$ cat config.mk
export PLATFORM = sky130hd
export DESIGN_NAME = cache_refill_ctrl_flat
export DESIGN_NICKNAME = d
export VERILOG_FILES = /design/src/rtl/cache_refill_ctrl_pkg.sv /design/src/rtl/cache_refill_ctrl_if.sv /design/src/rtl/cache_refill_ctrl_beat.sv /design/src/rtl/cache_refill_ctrl.sv /design/src/flat_wrapper.sv
export SDC_FILE = /design/constraint.sdc
export NUM_CORES = 1
export LEC_CHECK = 0
export CORE_ASPECT_RATIO = 1.5
export CORE_MARGIN = 2
export CORE_UTILIZATION = 45
export DETAILED_ROUTE_END_ITERATION = 16
export DONT_BUFFER_PORTS = 1
export PLACE_DENSITY = 0.61
export SLEW_MARGIN = 10
export SYNTH_ARGS = -nofsm -noshare
export SYNTH_HDL_FRONTEND = slang
export SYNTH_SLANG_ARGS = --single-unit
$ cat constraint.sdc
create_clock -name clk -period 2.25 [get_ports clk]
set_input_delay 0.5625 -clock clk [delete_from_list [all_inputs] [get_ports clk]]
set_output_delay 0.5625 -clock clk [all_outputs]
set_load 0.01 [all_outputs]
$ cat src/rtl/cache_refill_ctrl_pkg.sv
// Shared widths and types for the cache miss refill sequencer.
// Holds the design_params values, the pipe2 entry layout, the
// controller state encoding and the memory request bundle.
package cache_refill_ctrl_pkg;

    localparam int ADDRESS_WIDTH   = 32;
    localparam int DATA_WIDTH      = 32;
    localparam int NUM_WAYS        = 4;
    localparam int REQ_ID          = 3;
    localparam int OFFSET_WIDTH    = 3;
    localparam int TAG_WIDTH       = 29;
    localparam int WORDS_PER_BLOCK = 8;

    // Controller sequencing states
    typedef enum logic [2:0] {
        CTRL_IDLE       = 3'd0,
        CTRL_WB_RD      = 3'd1,
        CTRL_WB_REQ     = 3'd2,
        CTRL_FETCH_REQ  = 3'd3,
        CTRL_FETCH_WAIT = 3'd4,
        CTRL_DONE       = 3'd5
    } ctrl_state_t;

    // Entry handed over by the pipe2 decision stage
    typedef struct packed {
        logic [REQ_ID-1:0]    req_id;
        logic [TAG_WIDTH-1:0] tag;
        logic [NUM_WAYS-1:0]  victim_way;
        logic                 do_fetch;
        logic                 do_writeback;
    } pipe2_t;

    // One word-sized memory request
    typedef struct packed {
        logic                     we;
        logic [ADDRESS_WIDTH-1:0] addr;
        logic [DATA_WIDTH-1:0]    wdata;
    } mem_req_t;

    // Memory is word addressed: the block tag followed by the word index
    function automatic logic [ADDRESS_WIDTH-1:0] make_word_addr(
        input logic [TAG_WIDTH-1:0]    tag,
        input logic [OFFSET_WIDTH-1:0] word
    );
        return {tag, word};
    endfunction

endpackage

$ cat src/rtl/cache_refill_ctrl_if.sv
// Word-wide memory bus between the refill controller and memory.
// The controller drives requests (master); memory answers (slave).
interface cache_refill_ctrl_if;
    import cache_refill_ctrl_pkg::*;

    logic                     mem_req_valid;
    logic                     mem_req_ready;
    logic                     mem_req_we;
    logic [ADDRESS_WIDTH-1:0] mem_req_addr;
    logic [DATA_WIDTH-1:0]    mem_req_wdata;
    logic                     mem_rsp_valid;
    logic [DATA_WIDTH-1:0]    mem_rsp_data;

    modport master (
        output mem_req_valid,
        input  mem_req_ready,
        output mem_req_we,
        output mem_req_addr,
        output mem_req_wdata,
        input  mem_rsp_valid,
        input  mem_rsp_data
    );

    modport slave (
        input  mem_req_valid,
        output mem_req_ready,
        input  mem_req_we,
        input  mem_req_addr,
        input  mem_req_wdata,
        output mem_rsp_valid,
        output mem_rsp_data
    );

endinterface

$ cat src/rtl/cache_refill_ctrl_beat.sv
// Beat counter for the refill sequencer: walks the word index of the
// block being written back or fetched and flags the final word.
module cache_beat_counter
    import cache_refill_ctrl_pkg::*;
(
    input  logic                    clk,
    input  logic                    rst_n,
    input  logic                    clear,
    input  logic                    incr,
    output logic [OFFSET_WIDTH-1:0] beat,
    output logic                    last_beat
);

    // Clear wins so the last-beat transition always lands back on word 0
    always_ff @(posedge clk or negedge rst_n) begin
        if (!rst_n) begin
            beat <= '0;
        end else if (clear) begin
            beat <= '0;
        end else if (incr) begin
            beat <= beat + 1'b1;
        end
    end

    assign last_beat = (beat == OFFSET_WIDTH'(WORDS_PER_BLOCK - 1));

endmodule

$ cat src/rtl/cache_refill_ctrl.sv
// Miss-handling sequencer behind the pipe2 decision stage. Takes one
// entry, optionally streams the dirty victim block out to memory, then
// optionally fetches the missing block into the data array, stalling
// the pipeline throughout and pulsing done with the entry's req_id.
module cache_refill_ctrl
    import cache_refill_ctrl_pkg::*;
(
    input  logic                     clk,
    input  logic                     rst_n,
    input  logic                     miss_valid,
    output logic                     miss_ready,
    input  pipe2_t                   miss_req,
    output logic                     stall,
    input  logic [TAG_WIDTH-1:0]     victim_tag,
    output logic                     victim_rd_en,
    output logic [NUM_WAYS-1:0]      victim_rd_way,
    output logic [OFFSET_WIDTH-1:0]  victim_rd_word,
    input  logic [DATA_WIDTH-1:0]    victim_rd_data,
    cache_refill_ctrl_if.master      mem,
    output logic                     refill_we,
    output logic [NUM_WAYS-1:0]      refill_way,
    output logic [OFFSET_WIDTH-1:0]  refill_word,
    output logic [DATA_WIDTH-1:0]    refill_data,
    output logic                     done_valid,
    output logic [REQ_ID-1:0]        done_req_id
);

    localparam logic [2:0] S_IDLE       = CTRL_IDLE;
    localparam logic [2:0] S_WB_RD      = CTRL_WB_RD;
    localparam logic [2:0] S_WB_REQ     = CTRL_WB_REQ;
    localparam logic [2:0] S_FETCH_REQ  = CTRL_FETCH_REQ;
    localparam logic [2:0] S_FETCH_WAIT = CTRL_FETCH_WAIT;
    localparam logic [2:0] S_DONE       = CTRL_DONE;

    logic [2:0]              state_q;
    logic [2:0]              state_d;
    logic                    accept;

    logic [REQ_ID-1:0]       req_id_q;
    logic [TAG_WIDTH-1:0]    fetch_tag_q;
    logic [NUM_WAYS-1:0]     victim_way_q;
    logic                    do_fetch_q;
    logic [TAG_WIDTH-1:0]    victim_tag_q;

    logic                    wb_data_fresh_q;
    logic [DATA_WIDTH-1:0]   wdata_q;
    logic [DATA_WIDTH-1:0]   wdata_sel;

    logic [OFFSET_WIDTH-1:0] beat;
    logic                    last_beat;
    logic                    beat_clr;
    logic                    beat_inc;

    logic                    req_valid_c;
    mem_req_t                req_c;

    assign accept = miss_valid && miss_ready;

    cache_beat_counter u_beat (
        .clk       (clk),
        .rst_n     (rst_n),
        .clear     (beat_clr),
        .incr      (beat_inc),
        .beat      (beat),
        .last_beat (last_beat)
    );

    // Next-state and beat-counter control for the refill sequence
    always_comb begin
        state_d  = state_q;
        beat_clr = 1'b0;
        beat_inc = 1'b0;
        case (state_q)
            S_IDLE: begin
                if (accept) begin
                    beat_clr = 1'b1;
                    if (miss_req.do_writeback) begin
                        state_d = S_WB_RD;
                    end else if (miss_req.do_fetch) begin
                        state_d = S_FETCH_REQ;
                    end else begin
                        state_d = S_DONE;
                    end
                end
            end
            S_WB_RD: begin
                state_d = S_WB_REQ;
            end
            S_WB_REQ: begin
                if (mem.mem_req_ready) begin
                    if (last_beat) begin
                        beat_clr = 1'b1;
                        state_d  = do_fetch_q ? S_FETCH_REQ : S_DONE;
                    end else begin
                        beat_inc = 1'b1;
                        state_d  = S_WB_RD;
                    end
                end
            end
            S_FETCH_REQ: begin
                if (mem.mem_req_ready) begin
                    state_d = S_FETCH_WAIT;
                end
            end
            S_FETCH_WAIT: begin
                if (mem.mem_rsp_valid) begin
                    if (last_beat) begin
                        beat_clr = 1'b1;
                        state_d  = S_DONE;
                    end else begin
                        beat_inc = 1'b1;
                        state_d  = S_FETCH_REQ;
                    end
                end
            end
            S_DONE: begin
                state_d = S_IDLE;
            end
            default: begin
                state_d = S_IDLE;
            end
        endcase
    end

    // State register; reset abandons any sequence in flight
    always_ff @(posedge clk or negedge rst_n) begin
        if (!rst_n) begin
            state_q <= S_IDLE;
        end else begin
            state_q <= state_d;
        end
    end

    // Latch the entry and its victim tag when the miss is accepted
    always_ff @(posedge clk or negedge rst_n) begin
        if (!rst_n) begin
            req_id_q     <= '0;
            fetch_tag_q  <= '0;
            victim_way_q <= '0;
            do_fetch_q   <= 1'b0;
            victim_tag_q <= '0;
        end else if (accept) begin
            req_id_q     <= miss_req.req_id;
            fetch_tag_q  <= miss_req.tag;
            victim_way_q <= miss_req.victim_way;
            do_fetch_q   <= miss_req.do_fetch;
            victim_tag_q <= victim_tag;
        end
    end

    // Array data shows up the cycle after the read; keep a copy so the
    // write request stays stable while memory holds off ready
    always_ff @(posedge clk or negedge rst_n) begin
        if (!rst_n) begin
            wb_data_fresh_q <= 1'b0;
            wdata_q         <= '0;
        end else begin
            wb_data_fresh_q <= (state_q == S_WB_RD);
            if (wb_data_fresh_q) begin
                wdata_q <= victim_rd_data;
            end
        end
    end

    assign wdata_sel = wb_data_fresh_q ? victim_rd_data : wdata_q;

    // Build the memory request for the current beat; idle bus reads as zero
    always_comb begin
        req_valid_c = 1'b0;
        req_c       = '0;
        case (state_q)
            S_WB_REQ: begin
                req_valid_c = 1'b1;
                req_c.we    = 1'b1;
                req_c.addr  = make_word_addr(victim_tag_q, beat);
                req_c.wdata = wdata_sel;
            end
            S_FETCH_REQ: begin
                req_valid_c = 1'b1;
                req_c.we    = 1'b0;
                req_c.addr  = make_word_addr(fetch_tag_q, beat);
            end
            default: begin
                req_valid_c = 1'b0;
            end
        endcase
    end

    assign mem.mem_req_valid = req_valid_c;
    assign mem.mem_req_we    = req_c.we;
    assign mem.mem_req_addr  = req_c.addr;
    assign mem.mem_req_wdata = req_c.wdata;

    assign miss_ready = (state_q == S_IDLE);
    assign stall      = !miss_ready;

    assign victim_rd_en   = (state_q == S_WB_RD);
    assign victim_rd_way  = victim_rd_en ? victim_way_q : '0;
    assign victim_rd_word = victim_rd_en ? beat : '0;

    assign refill_we   = (state_q == S_FETCH_WAIT) && mem.mem_rsp_valid;
    assign refill_way  = refill_we ? victim_way_q : '0;
    assign refill_word = refill_we ? beat : '0;
    assign refill_data = refill_we ? mem.mem_rsp_data : '0;

    assign done_valid  = (state_q == S_DONE);
    assign done_req_id = done_valid ? req_id_q : '0;

endmodule

$ cat src/flat_wrapper.sv
// flat-port wrapper written by rule: the top's interface ports become plain ports
module cache_refill_ctrl_flat import cache_refill_ctrl_pkg::*;
  (clk, rst_n, miss_valid, miss_ready, miss_req, stall, victim_tag, victim_rd_en, victim_rd_way, victim_rd_word, victim_rd_data, refill_we, refill_way, refill_word, refill_data, done_valid, done_req_id, mem_mem_req_valid, mem_mem_req_ready, mem_mem_req_we, mem_mem_req_addr, mem_mem_req_wdata, mem_mem_rsp_valid, mem_mem_rsp_data);
  cache_refill_ctrl_if mem_i ();
  input  logic clk;
  input  logic rst_n;
  input  logic miss_valid;
  output logic miss_ready;
  input  pipe2_t miss_req;
  output logic stall;
  input  logic [TAG_WIDTH-1:0] victim_tag;
  output logic victim_rd_en;
  output logic [NUM_WAYS-1:0] victim_rd_way;
  output logic [OFFSET_WIDTH-1:0] victim_rd_word;
  input  logic [DATA_WIDTH-1:0] victim_rd_data;
  output logic refill_we;
  output logic [NUM_WAYS-1:0] refill_way;
  output logic [OFFSET_WIDTH-1:0] refill_word;
  output logic [DATA_WIDTH-1:0] refill_data;
  output logic done_valid;
  output logic [REQ_ID-1:0] done_req_id;
  output wire logic [$bits(mem_i.mem_req_valid)-1:0] mem_mem_req_valid;
  input wire logic [$bits(mem_i.mem_req_ready)-1:0] mem_mem_req_ready;
  output wire logic [$bits(mem_i.mem_req_we)-1:0] mem_mem_req_we;
  output wire logic [$bits(mem_i.mem_req_addr)-1:0] mem_mem_req_addr;
  output wire logic [$bits(mem_i.mem_req_wdata)-1:0] mem_mem_req_wdata;
  input wire logic [$bits(mem_i.mem_rsp_valid)-1:0] mem_mem_rsp_valid;
  input wire logic [$bits(mem_i.mem_rsp_data)-1:0] mem_mem_rsp_data;
  assign mem_mem_req_valid = mem_i.mem_req_valid;
  assign mem_i.mem_req_ready = mem_mem_req_ready;
  assign mem_mem_req_we = mem_i.mem_req_we;
  assign mem_mem_req_addr = mem_i.mem_req_addr;
  assign mem_mem_req_wdata = mem_i.mem_req_wdata;
  assign mem_i.mem_rsp_valid = mem_mem_rsp_valid;
  assign mem_i.mem_rsp_data = mem_mem_rsp_data;
  cache_refill_ctrl u_core (.clk(clk), .rst_n(rst_n), .miss_valid(miss_valid), .miss_ready(miss_ready), .miss_req(miss_req), .stall(stall), .victim_tag(victim_tag), .victim_rd_en(victim_rd_en), .victim_rd_way(victim_rd_way), .victim_rd_word(victim_rd_word), .victim_rd_data(victim_rd_data), .mem(mem_i), .refill_we(refill_we), .refill_way(refill_way), .refill_word(refill_word), .refill_data(refill_data), .done_valid(done_valid), .done_req_id(done_req_id));
endmodule
Word-level counts from Yosys, hierarchy flattened:

Cells that the tools add are included.

* reductions and logical operators: 7
* shift-type cells: 0
* multiply operators: 0
* $add $sub $neg: 1
* bitwise operators: 0
* mux-type cells: 31
* div/mod/pow operators: 0
* eq/ne operators: 10
* $lt $le $gt $ge: 0

Operator list (number)
* 32-bit 2-to-1 mux: 3
* 33-bit case mux with 2 select lines: 1
* 3-bit 2-to-1 mux: 14
* 3-bit case mux with 5 select lines: 1
* 3-bit == test (second input constant): 3
* 1-bit 2-to-1 mux: 8
* 4-bit 2-to-1 mux: 2
* 2-bit inequality test (second input constant): 4
* 3-bit by 2-bit == test with 1-bit output (second input constant): 2
* 4-bit AND reduction: 1
* 3-bit by 1-bit adder with 3-bit output (second input constant): 1
* 3-bit by 1-bit == test with 1-bit output (second input constant): 1
* 3-bit logical NOT: 1
* 1-bit case mux with 3 select lines: 1
* 1-bit logical AND: 2
* 1-bit case mux with 2 select lines: 1
* 2-bit nonzero test: 1
* 2-bit OR reduction: 1
* 1-bit logical NOT: 1

* bits of input ports: 136
* bits in read-only memories: 0
* bits in writable memories: 0
* bits in registers: 105
* memories kept: 0
* bits in latches: 0
* logic and storage cells: 58

Logic depth before layout (Yosys ltp):

Gate-level depths: netlist of run 1.

* depth after elaboration: 6
* depth in mapped cells: 6
* mapped depth without buffers: 5

Hierarchy:

From an unflattened synthesis of run 1, not the netlist that was laid out.

* cell total of the unflattened synthesis: 420
* area, all modules: 5119.9 um^2

Modules (own cells, without submodules)
* cache_refill_ctrl: area an instance 4979.8 um^2, times used 1, cells an instance 409
* cache_beat_counter: area an instance 140.1 um^2, times used 1, cells an instance 11

Worst setup path before layout of run 1:

OpenSTA, ideal clock, no wires.

* kind: flip-flop to output port
* start: register u_core.state_q[2]
* end: output victim_rd_way[0]
* data arrival time: 1442 ps
* required time: 1688 ps
* setup slack: 246 ps
* cell stages (with the launch flop): 4
* path through: dfrtp_1 -> buf_4 -> nor3b_1 -> and2_1

* word-level cells in the longest chain between the ends: 2

Ends and longest elaborated chain
* start: declaration: line cache_refill_ctrl.sv:35 `logic [2:0] state_q;`
* start signal: assignment: line cache_refill_ctrl.sv:130 `state_q <= state_d;`
* 3-bit by 1-bit == test with 1-bit output: line cache_refill_ctrl.sv:197 `assign victim_rd_en = (state_q == S_WB_RD);`
* via victim_rd_en: line flat_wrapper.sv:12 `output logic victim_rd_en;`
* 4-bit 2-to-1 mux: line cache_refill_ctrl.sv:198 `assign victim_rd_way = victim_rd_en ? victim_way_q : '0;`
* end: declaration: line flat_wrapper.sv:13 `output logic [NUM_WAYS-1:0] victim_rd_way;`

The timed path passes the listed nets, and every way through them passes these cells.

Final worst setup path of run 1:

* start: register u_core.state_q[0]
* end: output refill_word[1]

* word-level cells in the longest chain between the ends: 3

Ends and longest elaborated chain
* 3-bit == test: line cache_refill_ctrl.sv:201 `assign refill_we = (state_q == S_FETCH_WAIT) && mem.mem_rsp_valid;`
* 1-bit logical AND: line cache_refill_ctrl.sv:201
* 3-bit 2-to-1 mux: line cache_refill_ctrl.sv:203 `assign refill_word = refill_we ? beat : '0;`
* end: declaration: line flat_wrapper.sv:18 `output logic [OFFSET_WIDTH-1:0] refill_word;`

Every way passes these cells.

==> impl_metrics.csv, run 1 <==
group,metric,value,unit
status,status,"complete, but fails checks",
status,violations,"negative hold slack",
finish,nets,551,
die,core.rowCount,47,
drt,num_vias,3158,
global_route,grt_max_degree,106,
die,die-area,12300,sq um
sta,fin_crit_sh,95.6,%
clock_network,insertion_delay,0.34,ns
die,die_h,135,microns
critical_path,reg2reg_to,"u_core.fetch_tag_q[11]$_DFFE_PN0P_",
sta,slew_headroom,72.6,%
synthesis,synth_xor_area_share,0.170,%
sta,setup_slack,0.0992,ns
synthesis,synth.avg_cell_area,12.4,sq um
power,fin_total_pwr,8.68,mW
critical_path,rr_startpoint,"u_core.state_q[1]$_DFFE_PN0P_",
critical_path,max_stage_delay,0.44,ns
global_route,grt_pass1_wl,17.9,mm
sta,setup_tns,0,ns
sta,skew,0.00784,ns
die,initial_core_util,46.3,%
die,die_w,91.4,microns
synthesis,synthSimpleGateAreaFrac,15.6,%
sta,fin_crit,2.15,ns
power,switching_share,36.2,%
critical_path,cp-end-kind,"output pin",
synthesis,ys_seq_area_share,51.0,%
critical_path,crit_slowest_cell,"dfrtp_2",
sta,fin_hold_ws,-0.0933,ns
placed_design,port_buffers,0,
power,power_frac_comb,43.7,%
clock_network,clockBufferDepth,2,
critical_path,crit_type,"flip-flop to output pin",
critical_path,worstPathRequired,1.69,ns
finish,antennaDiodeCount,0,
critical_path,cp_data_arrival_time,1.59,ns
drt,drt_iter0_drc,123,
run,cap_violations,0,
drt,postRouteAntennaNets,0,
sta,rsz0062_at_grt,"no",
power,pwr-share-clk,18.1,%
critical_path,cp_top_family,"simple AND/OR/NAND/NOR gates",
die,core_area,11100,sq um
finish,syn_to_final_growth,9.13,%
synthesis,synth_fa_ha_area_share,0.729,%
drt,drc_errors,0,
power,vdd_drop_max,688,uV
global_route,grt_pass1_vias,3189,
drt,vias_per_cell,5.61,
global_route,antenna_found_initial,3,
drt,wl,11.9,mm
placed_design,gp_congestion,0.791,
sta,setup_viol,0,
placed_design,pre_cts_ws,0.365,ns
power,power.leakage,2.41,nW
critical_path,path_buf_inv,2,
synthesis,synthCells,415,
sta,fmax,0.465,GHz
clock_network,cts_buffers,9,
placed_design,post-place-cells,548,
global_route,grt_overflow_total,0,
synthesis,ys_types,35,
drt,first_pass_iters,4,
synthesis,synth_top_family_by_area,"multiplexers",
critical_path,crit_chain,"nand4bb_4, inv_1, buf_8, and2_1",
sta,hold_violations,105,
power,p_sw,3.14,mW
synthesis,syn_nets,554,
min_path,hold_class,"input pin to async pin",
sta,worstMarginPinSlew,0.408,ns
clock_network,clockRootBuffer,"clkbuf_16",
power,seq_power_share,38.2,%
finish,final_util,50.6,%
synthesis,muxShareOfSynthArea,27.1,%
global_route,grt_usage,19.1,%
critical_path,critPathLaunchType,"flip-flop",
power,p_int,5.53,mW
clock_network,cts_tree,"built",
die,ios,256,
finish,instances_no_fill,563,
critical_path,critPathMaxFanout,39,
synthesis,syn_area,5150,sq um
sta,finalMaxSlewViolations,0,
placed_design,dp_hpwl,8.92,mm
clock_network,clock_sinks,105,
clock_network,clk_pin_slew,0.07,ns
synthesis,synth-compound-area-share,1.92,%
clock_network,cts_setup_buffers,0,
power,power_density,1540,nW/um^2
finish,drive_gt1_share,30.8,%
drt,wire_per_inst,21.0,microns
critical_path,reg2reg_setup_slack,0.40,ns
synthesis,synth.ff_latch_count,105,
critical_path,reg2reg_depth,4,
clock_network,h-tree-depth,3,
synthesis,synth_warnings,0,
-- cell type report --
class,instances,area [sq um]
inverters,6,22.5
multi-input cells,276,2350
clock buffers,10,229
flip-flops and latches,105,2630
clock inverters,5,65.1
fillers,1013,5490
repair buffers,14,145
well taps,147,184
-- synth_stat cells (all sizes together) --
cell	count	area, sq um
nand4bb	2	38.8
a21o	1	7.51
or3	1	6.26
nand2b	2	20.0
a32o	2	20.0
nand4	1	6.26
a22oi	1	7.51
ha	3	37.5
nor3b	1	7.51
nor3	1	16.3
a32oi	1	8.76
dfrtp	105	2630
a31oi	1	6.26
mux2	98	1100
buf	19	124
and2	80	500
nand2	1	3.75
mux2i	29	290
nor4b	1	23.8
a22o	2	17.5
a211oi	1	7.51
nor2	34	128
nand3b	3	22.5
xor2	1	8.76
nor2b	2	12.5
clkbuf	9	33.8
o21ai	3	15.0
inv	6	22.5
and3	3	18.8
o221ai	1	8.76
-- layer usage --
layer	track usage, %	up-vias	part of all wire, %
li1	-	1398	-
met3	6.75	20	9.5
met4	8.33	4	1.8
met5	0	-	0.19
met2	32.7	176	52
met1	21.4	1560	37
-- stage by stage --
step,hold WS [ns],instance area [sq um]
floorplan,0.267,5150
finish,-0.0933,5620
detailed placement,0.270,5310
global placement,0.270,5310
global route,-0.113,5620
CTS,-0.110,5610
-- worst max-delay path by stage --
| stage | cells after the start | from | slack [ns] | end |
|---|---|---|---|---|
| after global placement | 4 | mem_mem_rsp_valid | 0.38 | refill_way[2] |
| final | 4 | u_core.state_q[0]$_DFFE_PN0P_ | 0.1 | refill_word[1] |
| after floorplan | 3 | u_core.state_q[2]$_DFFE_PN0P_ | 0.25 | victim_rd_way[0] |
| after detailed placement | 4 | mem_mem_rsp_valid | 0.36 | refill_way[2] |
| after CTS | 4 | u_core.state_q[2]$_DFFE_PN0P_ | 0.01 | mem_mem_req_wdata[31] |
| after global routing | 4 | u_core.state_q[0]$_DFFE_PN0P_ | 0.02 | refill_way[1] |
-- cell families after synthesis --
family	count (synthesis)
muxes	127
xor gates and xnor gates	1
adders and majority gates	3
DFF	105
buffers and inverters	34
AOI/OAI and AO/OA	13
and+or+nand+nor	132
-- flip-flops by register name, summed over array words and instances (netlist names) --
register,count
u_core.req_id_q,3
u_core.victim_way_q,4
u_core.fetch_tag_q,29
u_core.victim_tag_q,29
u_core.state_q,3
u_core.wb_data_fresh_q,1
u_core.u_beat.beat,3
u_core.wdata_q,32
u_core.do_fetch_q,1
-- cell usage in the layout (no fill, tap or decap), types with 2 or more instances in the layout --
master      netlist  final
mux2_2           93     93
and2_1           80     80
dfrtp_1         105    103
buf_4             4     10
inv_1             6      6
clkinvlp_4        0      2
nor2_1           34     33
and3_1            3      3
a32o_1            2      2
mux2i_1          29     29
buf_8             0      2
buf_12            0      2
clkbuf_16         0      9
nor2b_1           2      2
nand3b_1          3      3
mux2_1            5      5
ha_1              3      3
a22o_1            2      2
o21ai_0           3      3
dfrtp_2           0      2
-- timing repair --
action / in CTS / in global routing
endpoints found under the hold margin: 105 / 105
gates cloned: 0 / 0
gates resized for setup: 1 / 4
setup endpoints to repair: 5 / 38
-- worst register-to-register path, delay by kind of cell, from the launching register on --
family | cells | cell delay (ns)
buf+inv | 2 | 0.57
flops | 1 | 0.44
mux | 1 | 0.40
simple gates | 1 | 0.34
-- power groups by stage --
stage / combinational [mW] / clock, mW / sequential (mW)
CTS: 3.83 / 1.62 / 3.33
global route: 4.14 / 1.69 / 3.45
detailed placement: 3.83 / 0 / 3.37
finish: 3.79 / 1.57 / 3.32
global placement: 3.76 / 0 / 3.31
floorplan: 3.21 / 0 / 3.18
(Power assumes the default switching activity.)
==> run 2: changes to the inputs <==
--- a/config.mk
+++ b/config.mk
@@ -5,7 +5,6 @@
 export SDC_FILE = /design/constraint.sdc
 export NUM_CORES = 1
 export LEC_CHECK = 0
-export CORE_ASPECT_RATIO = 1.5
 export CORE_MARGIN = 2
 export CORE_UTILIZATION = 45
 export DETAILED_ROUTE_END_ITERATION = 16
==> run 2 against run 1 <==
Compared with the run above: the flow still finishes with violations (negative hold slack); critical endpoint is now refill_data[7]; highest routed layer is now met4; clock skew is 0.0028 ns lower; final area grew 0.78%; clock power down 8%; hold slack lost 0.0024 ns; cell count up 0.71%; global-route usage rose by 0.96 points; sequential share of layout area fell by 0.36 points.
==> impl_metrics.csv, run 2 (synthesis gave the netlist of run 1 again) <==
group,metric,value,unit
critical_path,critPathMaxFanout,39,
critical_path,cp-end-kind,"output pin",
power,switching_share,36.2,%
sta,setup_tns,0,ns
power,p_sw,3.14,mW
finish,multi_input_comb_area,2360,sq um
die,ios,256,
critical_path,crit_type,"flip-flop to output pin",
power,power.leakage,2.44,nW
global_route,grt_max_degree,106,
sta,fmax,0.462,GHz
placed_design,gp_congestion,0.775,
status,status,"complete, but fails checks",
clock_network,clockRootBuffer,"clkbuf_16",
finish,syn_to_final_growth,9.98,%
clock_network,cts_buffers,9,
min_path,hold_class,"input pin to async pin",
sta,hold_violations,105,
die,die-area,12300,sq um
drt,vias_per_cell,5.53,
die,core.rowCount,39,
finish,final_cell_mix,"dfrtp_1 (103), mux2_2 (93), and2_1 (80)",
finish,largest-register,"u_core.wdata_q",
finish,biggestRegsByFlops,"u_core.wdata_q (32), u_core.fetch_tag_q (29), u_core.victim_tag_q (29)",
drt,drc_errors,0,
drt,num_vias,3137,
finish,nets,558,
global_route,antenna_found_initial,3,
sta,worstMarginPinSlew,0.370,ns
finish,drive_gt1_share,31.8,%
clock_network,insertion_delay,0.35,ns
sta,slew_headroom,75.2,%
run,cap_violations,0,
clock_network,h-tree-depth,3,
power,power_density,1530,nW/um^2
placed_design,dp_hpwl,9.00,mm
power,p_int,5.54,mW
power,pwr-share-clk,16.6,%
sta,fin_crit_sh,96.1,%
placed_design,pre_cts_ws,0.302,ns
drt,drt_iter0_drc,184,
die,die_h,111,microns
placed_design,port_buffers,0,
critical_path,critPathLaunchType,"flip-flop",
status,violations,"negative hold slack",
critical_path,cp_data_arrival_time,1.60,ns
finish,n_fill_cell,980,
power,seq_power_share,38.5,%
sta,fin_crit,2.16,ns
critical_path,worstPathRequired,1.69,ns
drt,wire_per_inst,21.6,microns
sta,setup_viol,0,
placed_design,placed_area,5310,sq um
sta,setup_slack,0.0873,ns
clock_network,cts_tree,"built",
critical_path,reg2reg_setup_slack,0.36,ns
power,fin_total_pwr,8.67,mW
drt,first_pass_iters,4,
global_route,grt_overflow_total,0,
die,core_area,11300,sq um
clock_network,clockBufferDepth,2,
sta,rsz0062_at_grt,"no",
finish,largest_reg_flops,32,
power,power_frac_comb,45.0,%
sta,finalMaxSlewViolations,0,
global_route,grt_pass1_vias,3413,
finish,seq_area,2630,sq um
finish,final_cell_area,5670,sq um
finish,final_common_cell,"dfrtp_1",
die,initial_core_util,45.7,%
global_route,grt_pass1_wl,18.9,mm
die,die_w,111,microns
drt,wl,12.2,mm
clock_network,clock_sinks,105,
clock_network,clk_pin_slew,0.06,ns
global_route,grt_usage,20.1,%
power,vdd_drop_max,774,uV
sta,skew,0.00506,ns
sta,fin_hold_ws,-0.0957,ns
drt,postRouteAntennaNets,0,
-- run 2: final cells by class --
cell class | count | area share [%]
Antenna cell | 2 | 0.0883
Clock buffer | 12 | 4.35
Clock inverter | 2 | 0.287
Inverter | 6 | 0.398
Multi-Input combinational cell | 276 | 41.6
Sequential cell | 105 | 46.4
Tap cell | 143 | 3.16
Timing Repair Buffer | 21 | 3.69
-- run 2: worst max-delay path: stages (launching register included) --
cell and delay, ns:
dfrtp_2 0.46, nand4bb_4 0.27, inv_1 0.12, buf_12 0.17, and2_1 0.22
-- run 2: per-layer routing --
metal  GRT usage, %  routed length (microns)  vias up
met5              0                        0        -
met4           8.67                      326        0
met3           6.72                      880       20
met2           36.0                     6630      151
met1           21.5                     4390     1552
li1               -                        -     1414
-- run 2: final timing paths --
path / from / endpoint / cells past startpoint
max in group asynchronous: rst_n / u_core.state_q[2]$_DFFE_PN0P_ / 0
min: rst_n / u_core.victim_tag_q[21]$_DFFE_PN0P_ / 0
max reg2reg: u_core.state_q[1]$_DFFE_PN0P_ / u_core.fetch_tag_q[8]$_DFFE_PN0P_ / 4
max: u_core.state_q[0]$_DFFE_PN0P_ / refill_data[7] / 4
min in group clk: mem_mem_req_ready / u_core.state_q[1]$_DFFE_PN0P_ / 1
min reg2reg: u_core.wdata_q[15]$_DFF_PN0_ / u_core.wdata_q[15]$_DFF_PN0_ / 1
-- run 2: power groups by stage --
stage          Combinational (mW)  Sequential, mW  Clock [mW]
2_1_floorplan                3.21            3.18           0
3_3_place_gp                 3.74            3.34           0
3_5_place_dp                 3.82            3.39           0
4_1_cts                      3.89            3.35        1.48
5_1_grt                      4.25            3.46        1.55
6_report                     3.90            3.34        1.44
-- run 2: what timing repair did --
action	4_1_cts	5_1_grt
gates cloned	0	1
gates resized for setup	3	5
endpoints found under the hold margin	105	105
setup buffers	3	4
endpoints found under the setup margin	42	45
-- run 2: through the flow --
stage                     hold slack [ns]  utilization [%]  cells
final                             -0.0957             50.3    567
after detailed placement            0.269             47.1    543
after global routing               -0.112             50.3    567
after global placement              0.269             47.1    543
after CTS                          -0.108             49.8    560
after floorplan                     0.267                -    415
==> run 3: changes to the inputs <==
--- a/config.mk
+++ b/config.mk
@@ -6,10 +6,10 @@
 export NUM_CORES = 1
 export LEC_CHECK = 0
 export CORE_MARGIN = 2
-export CORE_UTILIZATION = 45
+export CORE_UTILIZATION = 40
 export DETAILED_ROUTE_END_ITERATION = 16
 export DONT_BUFFER_PORTS = 1
-export PLACE_DENSITY = 0.61
+export PLACE_DENSITY = 0.55
 export SLEW_MARGIN = 10
 export SYNTH_ARGS = -nofsm -noshare
 export SYNTH_HDL_FRONTEND = slang
==> run 3 against run 2 <==
Compared with the run above: the flow still finishes with violations (negative hold slack); fmax decreased by 2.0%; combinational power shrank 2%; global-route usage decreased by 3.4 points; cell count rose by 3.7%; via count decreased by 0.38%; hold slack improved by 0.0062 ns; die area is 12% higher; sequential cell count did not move; sequential power about the same; sequential share of layout area down 0.29 points; final area up 0.57%; non-clock buffer count decreased by 8; critical path type unchanged; critical endpoint is now mem_mem_req_wdata[28]; largest cell class unchanged.
==> impl_metrics.csv, run 3 (synthesis gave the netlist of run 1 again) <==
group,metric,value,unit
global_route,grt_usage,16.7,%
power,fin_total_pwr,8.81,mW
clock_network,clock_sinks,105,
sta,slew_headroom,72.7,%
critical_path,rr_startpoint,"u_core.state_q[2]$_DFFE_PN0P_",
die,die_h,117,microns
sta,setup_viol,0,
finish,nets,550,
die,ios,256,
critical_path,critPathMaxFanout,42,
global_route,grt_max_degree,106,
sta,fin_hold_ws,-0.0895,ns
drt,drt_iter0_drc,118,
finish,largest-register,"u_core.wdata_q",
critical_path,crit_type,"flip-flop to output pin",
finish,final_common_cell,"dfrtp_1",
power,vdd_drop_max,788,uV
sta,worstMarginPinSlew,0.408,ns
finish,drive_gt1_share,31.6,%
die,die-area,13800,sq um
placed_design,dp_hpwl,8.39,mm
sta,fmax,0.453,GHz
finish,instances_no_fill,588,
global_route,grt_overflow_total,0,
sta,rsz0062_at_grt,"yes",
min_path,hold_class,"input pin to async pin",
placed_design,post-place-cells,570,
sta,fin_crit,2.21,ns
drt,wire_per_inst,19.9,microns
critical_path,cp_data_arrival_time,1.64,ns
clock_network,clockBufferDepth,2,
global_route,grt_pass1_wl,17.9,mm
finish,largest_reg_flops,32,
die,die_w,117,microns
run,cap_violations,0,
drt,drc_errors,0,
finish,multi_input_comb_area,2360,sq um
die,core_area,12600,sq um
finish,n_fill_cell,1167,
drt,wl,11.7,mm
clock_network,clockRootBuffer,"clkbuf_16",
power,power_density,1550,nW/um^2
drt,vias_per_cell,5.31,
finish,final_cell_mix,"dfrtp_1 (104), mux2_2 (93), and2_1 (76)",
finish,seq_area,2630,sq um
global_route,grt_pass1_vias,3188,
critical_path,cp-startpoint,"u_core.state_q[0]$_DFFE_PN0P_",
clock_network,insertion_delay,0.34,ns
finish,biggestRegsByFlops,"u_core.wdata_q (32), u_core.fetch_tag_q (29), u_core.victim_tag_q (29)",
critical_path,worstPathRequired,1.69,ns
clock_network,cts_buffers,9,
status,violations,"negative hold slack",
global_route,antenna_found_initial,2,
clock_network,clk_pin_slew,0.07,ns
critical_path,critPathLaunchType,"flip-flop",
critical_path,cp-end-kind,"output pin",
sta,finalMaxSlewViolations,0,
placed_design,port_buffers,0,
finish,syn_to_final_growth,10.6,%
power,power.leakage,2.43,nW
sta,hold_violations,105,
drt,first_pass_iters,4,
sta,skew,0.00765,ns
die,initial_core_util,40.8,%
clock_network,cts_tree,"built",
placed_design,gp_congestion,0.805,
sta,fin_crit_sh,98.1,%
clock_network,h-tree-depth,3,
status,status,"complete, but fails checks",
die,core.rowCount,41,
drt,num_vias,3125,
drt,postRouteAntennaNets,0,
run 3: cell types whose count changed in the layout (fill, tap and decap cells not counted), moves of 2 or more:
cell | previous run | this run
buf_4 | 15 | 8
and2_1 | 80 | 76
bufinv_16 | 0 | 2
and2_4 | 0 | 3
run 3: worst paths after layout:
check	endpoint	slack (ns)	cells after the start
worst max-delay path	mem_mem_req_wdata[28]	0.04	4
worst min-delay path	u_core.victim_tag_q[23]$_DFFE_PN0P_	-0.09	0
worst max register to register	u_core.victim_tag_q[4]$_DFFE_PN0P_	0.33	4
worst min register to register	u_core.wdata_q[16]$_DFF_PN0_	0.48	1
max in group asynchronous	u_core.state_q[0]$_DFFE_PN0P_	2.18	0
min in group clk	u_core.state_q[1]$_DFFE_PN0P_	0.34	1
run 3: per-stage QoR:
step                      area [sq um]  TNS (ns)  util (%)  worst slack (ns)
final                             5700         0      45.2            0.0427
after global routing              5700   -0.0133      45.2          -0.00669
after CTS                         5670         0      44.9           0.00392
after detailed placement          5350         0      42.4             0.345
after global placement            5350         0      42.4             0.363
after floorplan                   5150         0         -             0.246
run 3: metal layers:
layer / global-route usage (%) / part of all wire, %
met3: 7.41 / 8.2
met2: 28.8 / 51
met1: 18.7 / 39
met5: 0 / 0.14
met4: 4.52 / 1.8
run 3: what timing repair did:
action                                  in CTS  in global routing
endpoints found under the hold margin      105                105
buffers inserted                             0                  2
pin swaps                                    0                  0
endpoints found under the setup margin       6                 37
gates resized for setup                      1                  7
run 3: where the power goes:
part / internal (mW) / total, mW / switching [mW]
Sequential: 2.86 / 3.33 / 0.466
Clock: 0.982 / 1.67 / 0.693
Combinational: 1.84 / 3.81 / 1.96
run 3: layout make-up:
class | instances | share of cell area [%]
antenna | 1 | 0.0439
inverter | 6 | 0.395
sequential | 105 | 46.1
clock inverter | 5 | 1.54
timing repair buffer | 13 | 2.72
multi-input combinational | 276 | 41.4
clock buffer | 10 | 4.02
tap | 172 | 3.78
run 3: critical path: stages (launching register included):
cell and delay [ns]:
dfrtp_2 0.46, buf_12 0.20, nor2_2 0.19, buf_12 0.19
and2_1 0.22
